$ cat src/rtl/gray_codec_pkg.sv
// Shared opcodes, FSM state type and chunk-count helpers for the Gray-code engine.
package gray_codec_pkg;

  localparam logic [2:0] OP_ENC = 3'b000;
  localparam logic [2:0] OP_DEC = 3'b001;
  localparam logic [2:0] OP_PAR = 3'b010;

  typedef enum logic [1:0] {
    IDLE = 2'd0,
    BUSY = 2'd1,
    DONE = 2'd2
  } state_t;

  function automatic int calc_nch(input int width, input int step);
    return (width + step - 1) / step;
  endfunction

  // One spare bit so the counter never wraps within an operation.
  function automatic int calc_cnt_w(input int width, input int step);
    return $clog2(calc_nch(width, step)) + 1;
  endfunction

endpackage

$ cat src/rtl/gray_dec_slice.sv
// Combinational Gray-to-binary chunk decoder; lane 0 is the chunk's most significant bit.
module gray_dec_slice #(
  parameter int STEP = 4
) (
  input  logic            i_carry,
  input  logic [STEP-1:0] i_g_chunk,
  input  logic [STEP-1:0] i_mask,
  output logic [STEP-1:0] o_b_chunk,
  output logic            o_carry
);

  logic w_acc;

  // Masked lanes pass the running bit through untouched, so o_carry is the lowest valid bit.
  always_comb begin
    o_b_chunk = '0;
    w_acc     = i_carry;
    for (int j = 0; j < STEP; j++) begin
      if (i_mask[j]) begin
        w_acc = w_acc ^ i_g_chunk[j];
      end
      o_b_chunk[j] = w_acc;
    end
    o_carry = w_acc;
  end

endmodule

$ cat src/rtl/gray_codec_unit.sv
// Handshaked Gray-code engine: encode, iterative MSB-first decode and XOR-parity reduce.
module gray_codec_unit
  import gray_codec_pkg::*;
#(
  parameter int WIDTH = 16,
  parameter int STEP  = 4,
  parameter int OUT_W = 32
) (
  input  logic             clk,
  input  logic             rst_n,
  input  logic             in_valid,
  output logic             in_ready,
  input  logic [WIDTH-1:0] a,
  input  logic [2:0]       opcode,
  output logic             out_valid,
  input  logic             out_ready,
  output logic [OUT_W-1:0] outcu,
  output logic             op_err
);

  localparam int NCH  = calc_nch(WIDTH, STEP);
  localparam int CW   = calc_cnt_w(WIDTH, STEP);
  localparam int NTAB = 2 ** CW;

  state_t           r_state;
  state_t           w_state_next;
  logic [WIDTH-1:0] r_opnd;
  logic [OUT_W-1:0] r_out;
  logic             r_err;
  logic             r_carry;
  logic [CW-1:0]    r_cnt;

  logic             w_accept;
  logic             w_last;
  logic             w_slice_carry;
  logic [STEP-1:0]  w_g;
  logic [STEP-1:0]  w_mask;
  logic [STEP-1:0]  w_b;
  logic [STEP-1:0]  w_gk [NTAB];
  logic [STEP-1:0]  w_mk [NTAB];
  logic [WIDTH-1:0] w_dec;

  assign in_ready  = (r_state == IDLE);
  assign out_valid = (r_state == DONE);
  assign outcu     = r_out;
  assign op_err    = r_err;
  assign w_accept  = in_valid && in_ready;
  assign w_last    = (r_cnt == CW'(NCH - 1));

  // Static chunk/lane routing table; lanes that fall below bit 0 read as masked zeros.
  genvar gi, gj;
  generate
    for (gi = 0; gi < NTAB; gi++) begin : g_chunk
      for (gj = 0; gj < STEP; gj++) begin : g_lane
        localparam int IDX = WIDTH - 1 - gi * STEP - gj;
        if (IDX >= 0) begin : g_live
          assign w_gk[gi][gj] = r_opnd[IDX];
          assign w_mk[gi][gj] = 1'b1;
        end else begin : g_dead
          assign w_gk[gi][gj] = 1'b0;
          assign w_mk[gi][gj] = 1'b0;
        end
      end
    end
  endgenerate

  assign w_g    = w_gk[r_cnt];
  assign w_mask = w_mk[r_cnt];

  gray_dec_slice #(
    .STEP(STEP)
  ) u_slice (
    .i_carry   (r_carry),
    .i_g_chunk (w_g),
    .i_mask    (w_mask),
    .o_b_chunk (w_b),
    .o_carry   (w_slice_carry)
  );

  // Each result bit is owned by exactly one chunk; other chunks leave it unchanged.
  generate
    for (gi = 0; gi < WIDTH; gi++) begin : g_wb
      localparam int POS  = WIDTH - 1 - gi;
      localparam int CH   = POS / STEP;
      localparam int LANE = POS % STEP;
      assign w_dec[gi] = (r_cnt == CW'(CH)) ? w_b[LANE] : r_out[gi];
    end
  endgenerate

  always_ff @(posedge clk or negedge rst_n) begin
    if (!rst_n) begin
      r_state <= IDLE;
    end else begin
      r_state <= w_state_next;
    end
  end

  always_comb begin
    w_state_next = r_state;
    case (r_state)
      IDLE: if (w_accept) w_state_next = (opcode == OP_DEC) ? BUSY : DONE;
      BUSY: if (w_last) w_state_next = DONE;
      DONE: if (out_ready) w_state_next = IDLE;
      default: w_state_next = IDLE;
    endcase
  end

  always_ff @(posedge clk or negedge rst_n) begin
    if (!rst_n) begin
      r_opnd  <= '0;
      r_out   <= '0;
      r_err   <= 1'b0;
      r_carry <= 1'b0;
      r_cnt   <= '0;
    end else begin
      case (r_state)
        IDLE: begin
          if (w_accept) begin
            r_carry <= 1'b0;
            r_cnt   <= '0;
            case (opcode)
              OP_ENC: begin
                r_out <= OUT_W'(a ^ (a >> 1));
                r_err <= 1'b0;
              end
              OP_PAR: begin
                r_out <= OUT_W'(^a);
                r_err <= 1'b0;
              end
              OP_DEC: begin
                r_opnd <= a;
                r_out  <= '0;
                r_err  <= 1'b0;
              end
              default: begin
                r_out <= '0;
                r_err <= 1'b1;
              end
            endcase
          end
        end
        BUSY: begin
          r_out[WIDTH-1:0] <= w_dec;
          r_carry          <= w_slice_carry;
          r_cnt            <= r_cnt + 1'b1;
        end
        default: ;
      endcase
    end
  end

endmodule
$ cat config.mk
export PLATFORM = sky130hd
export DESIGN_NAME = gray_codec_unit
export DESIGN_NICKNAME = d
export VERILOG_FILES = /design/src/rtl/gray_codec_pkg.sv /design/src/rtl/gray_dec_slice.sv /design/src/rtl/gray_codec_unit.sv
export SDC_FILE = /design/constraint.sdc
export NUM_CORES = 1
export LEC_CHECK = 0
export ABC_AREA = 1
export CELL_PAD_IN_SITES_DETAIL_PLACEMENT = 0
export CELL_PAD_IN_SITES_GLOBAL_PLACEMENT = 1
export CORE_ASPECT_RATIO = 1.1
export CORE_UTILIZATION = 38
export DETAILED_ROUTE_END_ITERATION = 6
export GPL_TIMING_DRIVEN = 0
export HOLD_SLACK_MARGIN = 0.03
export PLACE_DENSITY = 0.85
export SKIP_CTS_REPAIR_TIMING = 1
export SYNTH_ARGS = -nofsm -noshare
export SYNTH_HDL_FRONTEND = slang
export SYNTH_SLANG_ARGS = --single-unit
$ cat constraint.sdc
create_clock -name clk -period 4.3 [get_ports clk]
set_input_delay 1.075 -clock clk [delete_from_list [all_inputs] [get_ports clk]]
set_output_delay 1.075 -clock clk [all_outputs]
set_load 0.05 [all_outputs]
* After elaboration in Yosys (flattened, before gate mapping)
Memory sizes are Yosys's and may differ from the RTL's. Cells that the tools add are included.
Word-level totals: memories 1, ROM bits 32, output and inout port bits 35, flip-flop bits (word level) 39, word-level logic and storage cells 84, input port bits 23
Memory list:
- (name not given) | words 8, bits a word 4, read ports 1, clocked after memory_dff 0, wr ports 0, RTL line gray_codec_unit.sv:68 | assign w_mask = w_mk[r_cnt];
Cells by class: $lt $le $gt $ge 1, bitwise operators 6, add/sub/neg operators 1, reduce and logical (&&, ||, !) cells 15, equal/unequal tests 13, muxes and demuxes 38
Operators with widths (count):
- one-hot mux 16 bit (2 select lines) | 2
- two-way mux 1 bit | 22
- AND reduction 3 bit | 6
- two-way mux 16 bit | 1
- two-way mux 4 bit | 4
- XOR reduction 16 bit | 1
- XOR 16 x 15 -> 16 bit | 1
- binary-select mux 4 bit (select 3 bit) | 1
- == test 3 x 2 -> 1 bit (second input constant) | 3
- two-way mux 2 bit | 4
- inequality test 2 bit (second input constant) | 4
- == test 3 x 1 -> 1 bit (second input constant) | 2
- logical NOT 3 bit | 2
- one-hot mux 2 bit (3 select lines) | 1
- one-hot mux 3 bit (2 select lines) | 1
- greater-or-equal comparator 4 bit (second input constant) | 1
- inequality test 2 x 1 -> 1 bit (second input constant) | 2
- inverter 3 -> 4 bit | 1
- AND reduction 2 bit | 2
- XOR 1 bit | 4
- adder 3 x 1 -> 3 bit (second input constant) | 1
- two-way mux 3 bit | 1
- OR reduction 3 bit | 1
- == test 2 x 1 -> 1 bit (second input constant) | 1
- other kinds (5) | 5

* Longest topological paths before layout
Gate-level depths: netlist of the first run.
depth after elaboration 14, mapped depth 14, mapped depth without buffers 14

* Hierarchy
A second synthesis of the first run with hierarchy kept.
Second synthesis, totals: cells, all modules 365, area, all modules 2463.6 sq um
By module, submodules not included:
- gray_codec_unit | instances 1, sequential area each 975.9 sq um, area an instance 2362.3 sq um, cells an instance 343
- gray_dec_slice | instances 1, sequential area each 0.0 sq um, area an instance 101.3 sq um, cells an instance 22

* Worst setup path before layout of the first run
No wires, ideal clock.
kind flip-flop to output port, from register r_state[0], to output port in_ready, arrival 1093 ps, slack 2132 ps, path buffers 0, stages on the path, launching flop included 2, path through dfrtp_1 nor2_1
Between the ends: cells in the longest elaborated chain, start to end 1
RTL lines:
- from (decl) | RTL line gray_codec_unit.sv:25 | state_t r_state;
- from (signal assigned) | RTL line gray_codec_unit.sv:94 | r_state <= w_state_next;
- logical NOT 2 bit | RTL line gray_codec_unit.sv:43 | assign in_ready = (r_state == IDLE);
- to (decl) | RTL line gray_codec_unit.sv:12 | output logic in_ready,
Every way passes these cells.

* Worst setup path in the final report of the first run
Ends and elaborated chain as after synthesis.

==> results of run 1 <==
[how the worst min path moves through the flow]
stage                                  to  slack, ns
global placement    r_opnd[5]$_DFFE_PN0P_       0.47
finish              r_opnd[5]$_DFFE_PN0P_       0.49
floorplan           r_opnd[7]$_DFFE_PN0P_       0.45
detailed placement  r_opnd[5]$_DFFE_PN0P_       0.47
global route        r_opnd[4]$_DFFE_PN0P_       0.52
CTS                 r_opnd[5]$_DFFE_PN0P_       0.49
[layout by cell type, fill, tap and decap left out, types with 2 or more instances in the layout]
cell type | netlist | final
buf_2 | 2 | 3
dfrtp_1 | 39 | 39
conb_1 | 1 | 16
nand2_1 | 40 | 40
nor3_1 | 2 | 2
inv_1 | 31 | 31
nor2_2 | 2 | 2
a21oi_1 | 36 | 36
clkbuf_8 | 0 | 5
nand3_1 | 10 | 10
ha_1 | 5 | 5
xnor2_1 | 8 | 8
nor2_1 | 52 | 52
a31oi_1 | 3 | 3
nand2_2 | 8 | 8
xor2_1 | 9 | 9
mux2_2 | 5 | 5
o21ai_0 | 13 | 13
buf_6 | 2 | 2
inv_2 | 2 | 2
buf_4 | 16 | 16
clkdlybuf4s50_1 | 0 | 40
[routing by layer]
metal	vias up	global-route usage
li1	1022	-
met1	905	0.240
met2	53	0.316
met3	10	0.0415
met4	0	0.0682
met5	-	0
[through the flow]
step                      instances  setup WS (ns)
after floorplan                 307           2.13
after global placement          425           1.13
after detailed placement        426           1.54
after CTS                       434           1.55
after global routing            434           1.43
final                           434           1.56
[critical path, stage by stage, from the launching register on]
cell             delay, ns
dfrtp_1               0.42
nor2_1                0.14
clkdlybuf4s50_1       0.81
[logic make-up after synthesis]
group,count (synthesis),synth area share
DFF,39,0.424
AOI/OAI and AO/OA,56,0.128
other,1,0.00163
buffers and inverters,54,0.122
xor gates and xnor gates,17,0.0647
muxes,5,0.0245
and+or+nand+nor,115,0.208
adders and majority gates,5,0.0272
[state kept, by name, indices dropped and copies added, names as in the netlist]
name and count:
op_err 1, r_carry 1, r_opnd 16, outcu 16, r_cnt 3, r_state 2
[power groups by stage]
stage / Clock (uW) / Sequential (uW) / Combinational [uW]
6_report: 246 / 627 / 1170
3_3_place_gp: 0 / 630 / 1160
5_1_grt: 270 / 650 / 1280
2_1_floorplan: 0 / 903 / 561
4_1_cts: 254 / 626 / 1170
3_5_place_dp: 0 / 632 / 1170
[final cells by class]
type                       count  area, sq um  area share
buffer                        20          153      0.0515
clock buffer                   6         72.6      0.0245
clock inverter                 2         12.5     0.00422
inverter                      34          128      0.0431
multi-input combinational    214         1100       0.371
sequential                    39          976       0.329
tap                           77         96.3      0.0325
timing repair buffer          42          425       0.144
==> reports/qor.csv, run 1 <==
stage,metric,value,unit
logic_synthesis,Synth cell types,26,
setup_path,CP startpoint,r_state[0]$_DFFE_PN0P_,
setup_path,Critical Path End,in_ready,
setup_path,Setup crit start kind,flip-flop,
logic_synthesis,most common cell in the synthesized netlist,nor2_1,
power,Sw Share,0.485,
floorplan,height of the chip,83.6,microns
timing,fmax,0.365,GHz
floorplan,Die X,76.2,microns
cells_and_area,Final Instance Area,2960,sq um
min_path,Min-Delay Path Class,flip-flop to flip-flop,
clock_tree,Clock transition at path regs,0.07,ns
route,routed length on met1,2490,microns
clock_tree,CTS Buf Count,5,
clock_tree,Clock Path Buffers,2,
power,Flop pwr share,0.307,
cells_and_area,fraction of layout cells with a size suffix above 1,0.134,
cells_and_area,Area Overhead vs Synth,28.8,%
setup_path,cells on worst reg2reg path,12,
logic_synthesis,"EDFF count, synth",0,
route,highest routed layer,met4,
route,WL per Instance,12.6,microns
power,logic gate share of total power,0.572,
placed_design,GP Congestion,0.891,
logic_synthesis,Post-synth ARST share,1.00,
logic_synthesis,Post-Synthesis Cells,292,
setup_path,CP Class,flip-flop to primary output,
setup_path,Reg2Reg Capture Point,outcu[4]$_DFFE_PN0P_,
outcome,status,"complete, no violations",
logic_synthesis,Synth Register Bits,39,
timing,Clock Skews,0.00761,ns
setup_path,reg2reg start,r_cnt[0]$_DFFE_PN0P_,
floorplan,Core ar.,5810,sq um
logic_synthesis,Post-Syn Area,2300,sq um
route,WL final,5480,microns
route,DRC viols,0,
route,total iterations of the first detailed-routing run,4,
power,net load switching power,989,uW
floorplan,Starting Density,0.396,
cells_and_area,fill count,592,
grt,first-pass GRT wire length,9260,microns
clock_tree,clock sink total,39,
route,WL met2,2610,microns
placed_design,Post-DP HPWL,4190,microns
timing,setup TNS,0,ns
timing,final hold viol count,0,
clock_tree,H-tree levels,2,
grt,largest net degree at the start of global routing,40,
timing,fin crit share,0.637,
logic_synthesis,cell accounting for the most synthesized area,dfrtp_1,
grt,antenna violations before repair,0,
clock_tree,Clock Latency Late Sink,0.30,ns
route,DR WL met3,263,microns
route,Via density,4.59,
timing,Fin Hold WS,0.489,ns
power,P_int,1050,uW
logic_synthesis,register area share after synthesis,0.424,
floorplan,Ports,58,
logic_synthesis,top post-synthesis cells by area,"dfrtp_1 42%, nor2_1 8.5%, a21oi_1 7.8%",
timing,max-slew violations,0,
power,Cell Pwr Density,688,nW/um^2
route,vias,1990,
timing,"Setup violations, final",0,
timing,worst slew pin tran,0.536,ns
logic_synthesis,share of the synthesized area in the top cell type,0.424,
power,clock network power share,0.120,
power,Tot Pwr,2040,uW
min_path,hold path depth,2,
setup_path,r2r setup slk,2.45,ns
clock_tree,CTS tree,built,
min_path,min-delay src,r_opnd[5]$_DFFE_PN0P_,
timing,unrepaired setup endpoints after global routing,no,
setup_path,worst endpoint data arrival time,1.66,ns
grt,vias in the first global route,1922,
timing,post-layout minimum cycle time,2.74,ns
placed_design,Area after DPL,2880,sq um
grt,Overall Global Routing Usage,0.189,
logic_synthesis,synthesized area per cell,7.88,sq um
logic_synthesis,Synth Flop Type,dfrtp_1,
logic_synthesis,Post-synth top cells,"52 x nor2_1, 40 x nand2_1, 39 x dfrtp_1, 36 x a21oi_1, 31 x inv_1",
placed_design,number of I/O port buffers,41,
run,Max-Cap Viols,0,
setup_path,Critical Path Sink Type,primary output,
setup_path,CP required,3.22,ns
floorplan,die area,6370,sq um
clock_tree,Root Driver,clkbuf_8,
cells_and_area,Layout Nets,384,
setup_path,worst-path fanout max,5,
timing,Slew HR,0.641,
floorplan,Std-Cell Rows,29,
cells_and_area,final core occ,0.511,
logic_synthesis,Synth warnings,0,
route,Post-DRT Antenna Nets,0,
cells_and_area,antenna diode count,0,
grt,global route overflow,0,
power,Max VDD drop,435,uV
power,static leakage,0.00147,uW
route,Iter 0 DRT Violations,60,
(Power assumes the default switching activity.)
==> run 2: changes to the inputs <==
--- a/config.mk
+++ b/config.mk
@@ -9,11 +9,11 @@
 export CELL_PAD_IN_SITES_DETAIL_PLACEMENT = 0
 export CELL_PAD_IN_SITES_GLOBAL_PLACEMENT = 1
 export CORE_ASPECT_RATIO = 1.1
-export CORE_UTILIZATION = 38
+export CORE_UTILIZATION = 32
 export DETAILED_ROUTE_END_ITERATION = 6
 export GPL_TIMING_DRIVEN = 0
 export HOLD_SLACK_MARGIN = 0.03
-export PLACE_DENSITY = 0.85
+export PLACE_DENSITY = 0.76
 export SKIP_CTS_REPAIR_TIMING = 1
 export SYNTH_ARGS = -nofsm -noshare
 export SYNTH_HDL_FRONTEND = slang
==> constraint.sdc (replaced) <==
create_clock -name clk -period 2.22 [get_ports clk]
set_input_delay 0.555 -clock clk [delete_from_list [all_inputs] [get_ports clk]]
set_output_delay 0.555 -clock clk [all_outputs]
set_load 0.05 [all_outputs]
==> reports/qor.csv, run 2 (synthesized netlist as in run 1, its figures left out) <==
stage,metric,value,unit
setup_path,Critical Path Sink Type,primary output,
setup_path,reg2reg start,r_cnt[0]$_DFFE_PN0P_,
cells_and_area,Register Area,976,sq um
cells_and_area,Area Overhead vs Synth,30.9,%
floorplan,Die X,82.9,microns
grt,vias in the first global route,1948,
power,Sw Share,0.470,
setup_path,Slowest cell on crit path,clkdlybuf4s50_1,
outcome,status,"complete, no violations",
cells_and_area,fraction of layout cells with a size suffix above 1,0.137,
clock_tree,CTS Buf Count,5,
setup_path,CP Class,flip-flop to primary output,
timing,Slew HR,0.663,
clock_tree,Clock Latency Late Sink,0.29,ns
route,Iter 0 DRT Violations,103,
route,WL final,5740,microns
power,Flop pwr share,0.295,
floorplan,Std-Cell Rows,32,
timing,Fin Hold WS,0.0905,ns
power,clock network power share,0.153,
timing,worst slew pin tran,0.505,ns
setup_path,CP startpoint,outcu[4]$_DFFE_PN0P_,
floorplan,Core ar.,6970,sq um
floorplan,Ports,58,
route,Post-DRT Antenna Nets,0,
power,logic gate share of total power,0.552,
power,P_int,2180,uW
clock_tree,H-tree levels,2,
floorplan,die area,7530,sq um
grt,Overall Global Routing Usage,0.164,
route,WL per Instance,13.0,microns
timing,fmax,0.494,GHz
power,Max VDD drop,838,uV
setup_path,Buf/Inv on CP,1,
timing,post-layout minimum cycle time,2.02,ns
timing,"Setup violations, final",0,
route,vias,2029,
route,total iterations of the first detailed-routing run,4,
setup_path,worst-path fanout max,2,
setup_path,CP required,1.66,ns
timing,Clock Skews,0.00337,ns
placed_design,number of I/O port buffers,41,
placed_design,GP Congestion,0.842,
route,DRC viols,0,
floorplan,Starting Density,0.330,
cells_and_area,fill count,756,
timing,unrepaired setup endpoints after global routing,no,
power,static leakage,0.00151,uW
setup_path,worst endpoint data arrival time,1.47,ns
setup_path,Setup crit start kind,flip-flop,
grt,first-pass GRT wire length,9670,microns
timing,final hold viol count,0,
grt,global route overflow,0,
cells_and_area,Layout Nets,384,
run,Max-Cap Viols,0,
grt,antenna violations before repair,0,
setup_path,largest stage delay on the critical path,0.81,ns
clock_tree,Root Driver,clkbuf_8,
clock_tree,Clock transition at path regs,0.08,ns
cells_and_area,footprint of the multi-input gates,1100,sq um
grt,largest net degree at the start of global routing,34,
cells_and_area,fin cells,442,
clock_tree,CTS tree,built,
cells_and_area,most frequent cells in the layout,"52 x nor2_1, 40 x nand2_1, 39 x dfrtp_1, 38 x clkdlybuf4s50_1, 36 x a21oi_1",
floorplan,height of the chip,90.9,microns
setup_path,cell family with most CP delay,buffers and inverters,
timing,setup TNS,0,ns
power,net load switching power,1930,uW
cells_and_area,"commonest non-fill, non-tap cell in the layout",nor2_1,
power,Cell Pwr Density,1360,nW/um^2
clock_tree,clock sink total,39,
cells_and_area,antenna diode count,0,
min_path,Min-Delay Path Class,primary input to asynchronous set/reset pin,
route,Via density,4.59,
clock_tree,Clock Path Buffers,2,
timing,max-slew violations,0,
placed_design,Post-DP HPWL,4410,microns
timing,fin crit share,0.911,
placed_design,Inst Count DP,434,
setup_path,worst-path cell chain,clkdlybuf4s50_1,
cells_and_area,final core occ,0.432,
run 2: changes by cell type in the layout (fill, tap and decap cells not counted), sizes merged:
| cell | change |
|---|---|
| bufinv | +1 |
| clkdlybuf4s50 | -2 |
| clkinvlp | -1 |
| dlymetal6s2s | +2 |
run 2: final cells by class:
| type | count | area share |
|---|---|---|
| Timing Repair Buffer | 42 | 0.143 |
| Sequential cell | 39 | 0.324 |
| Tap cell | 85 | 0.0353 |
| Clock inverter | 2 | 0.0116 |
| Buffer | 20 | 0.0507 |
| Clock buffer | 6 | 0.0274 |
| Inverter | 34 | 0.0424 |
| Multi-Input combinational cell | 214 | 0.366 |
run 2: routing by layer:
| layer | global-route usage | routed length [microns] | vias up |
|---|---|---|---|
| li1 | - | - | 1024 |
| met1 | 0.223 | 2720 | 942 |
| met2 | 0.260 | 2620 | 54 |
| met3 | 0.0327 | 273 | 9 |
| met4 | 0.0546 | 114 | 0 |
| met5 | 0 | 0 | - |
run 2: worst paths after layout:
kind | endpoint | slack (ns) | depth (start not counted)
hold reg to reg | r_opnd[5]$_DFFE_PN0P_ | 0.49 | 2
min in group clk | r_opnd[5]$_DFFE_PN0P_ | 0.49 | 2
setup / recovery | outcu[4] | 0.20 | 1
hold / removal | r_opnd[2]$_DFFE_PN0P_ | 0.09 | 1
setup reg to reg | r_carry$_DFFE_PN0P_ | 0.41 | 11
max in group asynchronous | outcu[15]$_DFFE_PN0P_ | 1.71 | 2
run 2: per-stage QoR:
step	power (uW)	worst slack [ns]	area, sq um
floorplan	2840	0.175	2360
finish	4110	0.198	3010
detailed placement	3490	-0.0386	2890
global route	4400	0.0807	3010
CTS	4140	-0.0263	3010
global placement	3460	-0.489	2870
run 2: power by group through the flow:
| stage | Sequential (uW) | Combinational [uW] | Clock, uW |
|---|---|---|---|
| finish | 1210 | 2270 | 629 |
| global route | 1260 | 2480 | 668 |
| CTS | 1210 | 2280 | 647 |
| detailed placement | 1220 | 2270 | 0 |
| global placement | 1220 | 2240 | 0 |
| floorplan | 1750 | 1090 | 0 |
